### src/rtl/video_timing_gen.sv
// video_timing_gen: raster timing generator (hsync/vsync/de plus pixel coordinates).
// Latency: every output is registered and reflects the counter values of the previous clk.
// Flow control: none; en=0 parks the raster at the origin with all outputs idle, and en=1 restarts it from the origin.
// Ports:
//   clk          pixel clock
//   reset        asynchronous, active-high reset
//   en           run enable, synchronous to clk
//   hsync/vsync  sync outputs, active level set by HS_POL / VS_POL
//   de           data enable, high during active pixels
//   x, y         registered horizontal/vertical counter values
//   line_start   one-cycle pulse at x=0
//   frame_start  one-cycle pulse at x=0, y=0
module video_timing_gen #(
  parameter int H_ACTIVE = 1280,
  parameter int H_FP     = 110,
  parameter int H_SYNC   = 40,
  parameter int H_BP     = 220,
  parameter int V_ACTIVE = 720,
  parameter int V_FP     = 5,
  parameter int V_SYNC   = 5,
  parameter int V_BP     = 20,
  parameter bit HS_POL   = 1'b1,
  parameter bit VS_POL   = 1'b1
) (
  input  logic        clk,
  input  logic        reset,
  input  logic        en,
  output logic        hsync,
  output logic        vsync,
  output logic        de,
  output logic [11:0] x,
  output logic [10:0] y,
  output logic        line_start,
  output logic        frame_start
);

  localparam int H_TOTAL = H_ACTIVE + H_FP + H_SYNC + H_BP;
  localparam int V_TOTAL = V_ACTIVE + V_FP + V_SYNC + V_BP;

  if (H_TOTAL > 4096 || V_TOTAL > 2048) begin : g_size_check
    $error("video_timing_gen: H_TOTAL must be <= 4096 and V_TOTAL <= 2048");
  end

  // Comparisons are done one bit wider than the counters so that boundary
  // constants equal to 4096 / 2048 stay representable.
  localparam logic [12:0] H_ACT_END = 13'(H_ACTIVE);
  localparam logic [12:0] HS_BEG    = 13'(H_ACTIVE + H_FP);
  localparam logic [12:0] HS_END    = 13'(H_ACTIVE + H_FP + H_SYNC);
  localparam logic [12:0] H_LAST    = 13'(H_TOTAL - 1);
  localparam logic [11:0] V_ACT_END = 12'(V_ACTIVE);
  localparam logic [11:0] VS_BEG    = 12'(V_ACTIVE + V_FP);
  localparam logic [11:0] VS_END    = 12'(V_ACTIVE + V_FP + V_SYNC);
  localparam logic [11:0] V_LAST    = 12'(V_TOTAL - 1);

  logic [11:0] h_cnt;
  logic [10:0] v_cnt;
  logic [12:0] hx;
  logic [11:0] vx;
  logic        h_act;
  logic        v_act;
  logic        hs_act;
  logic        vs_act;

  assign hx     = {1'b0, h_cnt};
  assign vx     = {1'b0, v_cnt};
  assign h_act  = (hx < H_ACT_END);
  assign v_act  = (vx < V_ACT_END);
  assign hs_act = (hx >= HS_BEG) && (hx < HS_END);
  assign vs_act = (vx >= VS_BEG) && (vx < VS_END);

  // Raster counters. Dropping en always returns to the origin, so a partial
  // frame is never resumed.
  always_ff @(posedge clk or posedge reset) begin
    if (reset) begin
      h_cnt <= '0;
      v_cnt <= '0;
    end else if (!en) begin
      h_cnt <= '0;
      v_cnt <= '0;
    end else if (hx == H_LAST) begin
      h_cnt <= '0;
      v_cnt <= (vx == V_LAST) ? '0 : v_cnt + 11'd1;
    end else begin
      h_cnt <= h_cnt + 12'd1;
    end
  end

  // Output stage: decoded from the current counters, so all outputs trail
  // the counters by exactly one clock and stay aligned with x/y.
  always_ff @(posedge clk or posedge reset) begin
    if (reset) begin
      hsync       <= ~HS_POL;
      vsync       <= ~VS_POL;
      de          <= 1'b0;
      x           <= '0;
      y           <= '0;
      line_start  <= 1'b0;
      frame_start <= 1'b0;
    end else if (!en) begin
      hsync       <= ~HS_POL;
      vsync       <= ~VS_POL;
      de          <= 1'b0;
      x           <= '0;
      y           <= '0;
      line_start  <= 1'b0;
      frame_start <= 1'b0;
    end else begin
      hsync       <= hs_act ? HS_POL : ~HS_POL;
      vsync       <= vs_act ? VS_POL : ~VS_POL;
      de          <= h_act && v_act;
      x           <= h_cnt;
      y           <= v_cnt;
      line_start  <= (h_cnt == 12'd0);
      frame_start <= (h_cnt == 12'd0) && (v_cnt == 11'd0);
    end
  end

endmodule

### config.mk
export PLATFORM = sky130hd
export DESIGN_NAME = video_timing_gen
export DESIGN_NICKNAME = d
export VERILOG_FILES = /design/src/rtl/video_timing_gen.sv
export SDC_FILE = /design/constraint.sdc
export NUM_CORES = 1
export LEC_CHECK = 0
export ABC_CLOCK_PERIOD_IN_PS = 1720
export CAP_MARGIN = 20
export CORE_AREA = 2 2 72 74
export CTS_CLUSTER_DIAMETER = 50
export DETAILED_ROUTE_END_ITERATION = 10
export DIE_AREA = 0 0 74 76
export PLACE_DENSITY = 0.83
export SKIP_CTS_REPAIR_TIMING = 1
export SYNTH_ARGS = -nofsm -noshare
export SYNTH_HDL_FRONTEND = slang
export SYNTH_SLANG_ARGS = --single-unit
### constraint.sdc
create_clock -name clk -period 1.72 [get_ports clk]
set_input_delay 0.43 -clock clk [delete_from_list [all_inputs] [get_ports clk]]
set_output_delay 0.43 -clock clk [all_outputs]
set_load 0.1 [all_outputs]
* Word-level counts from Yosys, hierarchy flattened
Index checks and enable logic that the tools add are counted.
** Storage, ports and cells
- Latch bits :: 0
- Word-level logic and storage cells :: 40
- Memory bits (writable) :: 0
- Bits of input ports :: 3
- Memories kept :: 0
- Output and inout bits :: 28
- Flip-flop bits (word level) :: 51
- Memory bits (read-only) :: 0
** Operators by class
- Add/subtract/negate cells :: 2
- Order comparisons :: 6
- Reductions and logical operators :: 6
- $mul :: 0
- Div/mod/pow operators :: 0
- Shift operators :: 0
- Bitwise operators :: 0
- Eq/ne operators :: 3
- Muxes and demuxes :: 14
** Operator list (count)
- 11-bit two-way mux :: 4
- 12-bit two-way mux :: 3
- 12-bit by 11-bit < comparator with 1-bit output, second input constant :: 2
- 11-bit by 10-bit < comparator with 1-bit output, second input constant :: 2
- 12-bit by 1-bit adder with 12-bit output, second input constant :: 1
- 12-bit by 11-bit == test with 1-bit output, second input constant :: 1
- 12-bit by 11-bit greater-or-equal comparator with 1-bit output, second input constant :: 1
- 12-bit zero test :: 1
- 11-bit by 1-bit adder with 11-bit output, second input constant :: 1
- 11-bit by 10-bit == test with 1-bit output, second input constant :: 1
- 11-bit by 10-bit greater-or-equal comparator with 1-bit output, second input constant :: 1
- 11-bit zero test :: 1
- 1-bit two-way mux :: 7
- 1-bit logical AND :: 4
- 2-bit by 1-bit inequality test with 1-bit output, second input constant :: 1

* Logic depth before layout (Yosys ltp)
- Depth after elaboration :: 4
- Mapped depth :: 7
- Depth with buffers taken out :: 6

* Worst setup path after synthesis
No wires, ideal clock.
- Kind :: register -> register
- Start :: reg h_cnt[8]
- End :: reg v_cnt[7]
- Required time :: 1.651 ns
- Data arrival time :: 1.832 ns
- Path slack :: -0.181 ns
- Stages on the path, launching flop included :: 5
- Library setup time :: 0.069 ns
- Cell sequence :: dfrtp_1 or4_4 o31a_1 or4b_1 nand3_1
** On the way
- Cells in the longest elaborated chain, start to end :: 2
** Ends and longest elaborated chain
- from (decl) :: line 55 : logic [11:0] h_cnt;
- from (signal assigned) :: line 84 : h_cnt <= h_cnt + 12'd1;
- 12-bit by 11-bit == test with 1-bit output :: line 80 : end else if (hx == H_LAST) begin
- 2-bit by 1-bit inequality test with 1-bit output (no line)
- to (signal assigned) :: line 82 : v_cnt <= (vx == V_LAST) ? '0 : v_cnt + 11'd1;
- to (decl) :: line 56 : logic [10:0] v_cnt;
Every way passes these cells.
A chain may end at the register's enable or synchronous reset.

* Final worst setup path
- Start :: reg h_cnt[7]
- End :: reg v_cnt[7]
The elaborated chain is that of the path after synthesis.

==> results.toml <==
[pwr]
p_leak_uw = 0.00155
clockPowerShare_pct = 30.9
p_sw_share_pct = 28.0
p_int_uw = 1860
power.total_uw = 2580
power_density_nw_per_um2 = 768
peakVddDrop_mv = 0.331
comb_power_share_pct = 19.2
pwr-share-seq_pct = 49.8
power.switching_uw = 723

[worst_setup_path]
worstSetupPathType = "flop to flop"
start_kind = "flop"
cp.arrival_ps = 2140
r2r_setup_slack_ps = -180
cp-end-kind = "flop"
cp.required_ps = 1960
worstPathMaxFanout = 3

[synthesis]
yosysWarnings = 0
synth_top_area_share_pct = 56.3
yosysSeqAreaShare_pct = 56.3
yosysMostFrequentCell = "dfrtp_1"
synthTopCellsByCount = "dfrtp_1 (51), nor2_1 (23), and2_1 (17)"
synth_area_leaders = "dfrtp_1 (56%), and2_1 (4.7%), a31oi_1 (4.1%)"
syn_nets = 224
synthArstFlopShare_pct = 100
syn_area_um2 = 2270
yosysTopAreaCell = "dfrtp_1"
synth-edff-count = 0
syn_avg_cell_area_um2 = 10.6
ys_types = 35
synth_ff_type = "dfrtp_1"
syn-instance-count = 215
ys_ff_latch = 51

[clock_tree]
cts_made_buffers = 5
cts_sinks = 51
htree_levels = 2
clkTransAtPathRegs_ps = 90
cts_root_buf = "clkbuf_8"
clock_path_buffers = 2
cts_tree = "built"
clk-insertion-delay-late_ps = 300

[timing]
layout_min_cycle_time_ps = 1900
fin_crit_sh_pct = 111
max_freq_mhz = 525
rsz0062_at_grt = "yes"
hold_viol = 0
drv_slew = 0
setup_viol = 10
slew_headroom_pct = 70.9
fin_tns_setup_ps = -643
skew_ps = 6.61
worst_pin_slew_ps = 433
timing.hold.ws_ps = 473
setup_slack_ps = -183

[placed_design]
place.detailed.hpwl_um = 3390
routabilityCongestion = 0.858
portBuffers = 30
placed_cells = 333

[drt]
first_pass_iters = 4
route.detailed.drc = 0
drt-wirelength-per-cell_um = 15.7
vias = 1932
first_iter_violations = 258
ant_nets = 0
wl_um = 5470
vias_per_cell = 5.55

[finish]
drive_above_1_share_pct = 30.6
area_growth_pct = 48.2
n_fill_cell = 312
finalNonFillerCells = 348
diodes = 0
nNetsFinal = 287

[global_routing]
grt_pass1_wl_um = 8670
globalRoute.totalOverflow = 0
antenna_found_initial = 0
grt-busiest-layer = "met2"
grt_util_met3_pct = 4.50
met2_usage_pct = 31.8
grt_max_degree = 52
use_met1_pct = 27.1
track_usage_pct = 20.0
first_global_vias = 1839

[floorplanning]
die_x_um = 74
initial_core_util_pct = 46.2
ioPinCount = 31
die_y_um = 76
design.core.area_um2 = 4910
fp-row-count = 26
dieArea_um2 = 5620

[run_status]
violations = "negative setup slack"
status = "finished, violations left"

[run]
cap_viol_max_count = 0

[worst_hold_path]
hold_path_class = "primary input to asynchronous set/reset pin"
## layout by cell type (no fill, tap or decap), types with 2 or more instances in the layout
cell and instances:
dfrtp_1 51, buf_4 32, buf_12 29, nor2_1 23, and2_1 17, a31oi_1 15, nand3_1 11, nand2_1 10
and3_1 7, xor2_1 7, ha_1 5, clkbuf_8 5, buf_6 5, nand2b_1 4, inv_1 4, and4_1 4
o21ai_0 3, nand4_1 3, and2_2 3, xnor2_1 3, nor3_1 3, nand4b_1 2, inv_2 2, nor4_1 2
nor4b_1 2, o31ai_1 2, a21oi_1 2, a211oi_1 2, a21oi_2 2, clkdlybuf4s50_1 2
## sequential cells by signal (all words and copies together) (netlist names)
signal       cells
hsync            1
line_start       1
frame_start      1
x               12
vsync            1
y               11
de               1
h_cnt           12
v_cnt           11
## worst max-delay path, cell delays in order, from the launching register on
cell	delay, ps
dfrtp_1	390
or4_4	570
o31a_1	290
or4b_1	480
nand3_1	120
## cell families after synthesis
family | count (synthesis) | synth area share [%]
adders and majority gates | 6 | 3.31
and+or+nand+nor | 98 | 24.4
xor gates and xnor gates | 10 | 3.86
AOI/OAI and AO/OA | 31 | 8.66
DFF | 51 | 56.3
buffers and inverters | 19 | 3.47
## through the flow
stage / instance area [µm²] / util (%) / worst slack, ps
CTS: 3230 / 65.8 / -131
detailed placement: 3130 / 63.7 / -215
global placement: 3130 / 63.7 / -121
finish: 3360 / 68.4 / -183
global route: 3360 / 68.4 / -221
floorplan: 2270 / - / -102
## path summary, 6_finish.rpt
check,from,endpoint,cells after the start
setup / recovery,h_cnt[7]$_DFF_PP0_,v_cnt[7]$_DFFE_PP0P_,4
hold / removal,reset,x[8]$_DFF_PP0_,3
setup reg to reg,h_cnt[7]$_DFF_PP0_,v_cnt[7]$_DFFE_PP0P_,4
hold reg to reg,v_cnt[3]$_DFFE_PP0P_,y[3]$_DFF_PP0_,1
max in group asynchronous,reset,x[0]$_DFF_PP0_,3
min in group clk,v_cnt[3]$_DFFE_PP0P_,y[3]$_DFF_PP0_,1
## cell type report
cell class                      count  area [µm²]  area share [%]
Clock inverter                      2        37.5            1.12
Clock buffer                        5        68.8            2.05
Sequential cell                    51        1280            38.0
Timing Repair Buffer               68         897            26.7
Inverter                            7        26.3           0.782
Multi-Input combinational cell    145         968            28.8
Tap cell                           70        87.6            2.61
## power groups by stage
stage	clock network [µW]	logic (µW)	registers [µW]
floorplan	0	140	1430
global placement	0	444	1310
detailed placement	0	452	1310
CTS	809	459	1290
global route	865	527	1290
finish	799	497	1290
## layer usage
layer / part of all wire (%) / vias up
li1: - / 877
met1: 40 / 931
met2: 51 / 102
met3: 6.3 / 22
met4: 3.2 / 0
met5: 0 / -
(Power assumes the default switching activity.)
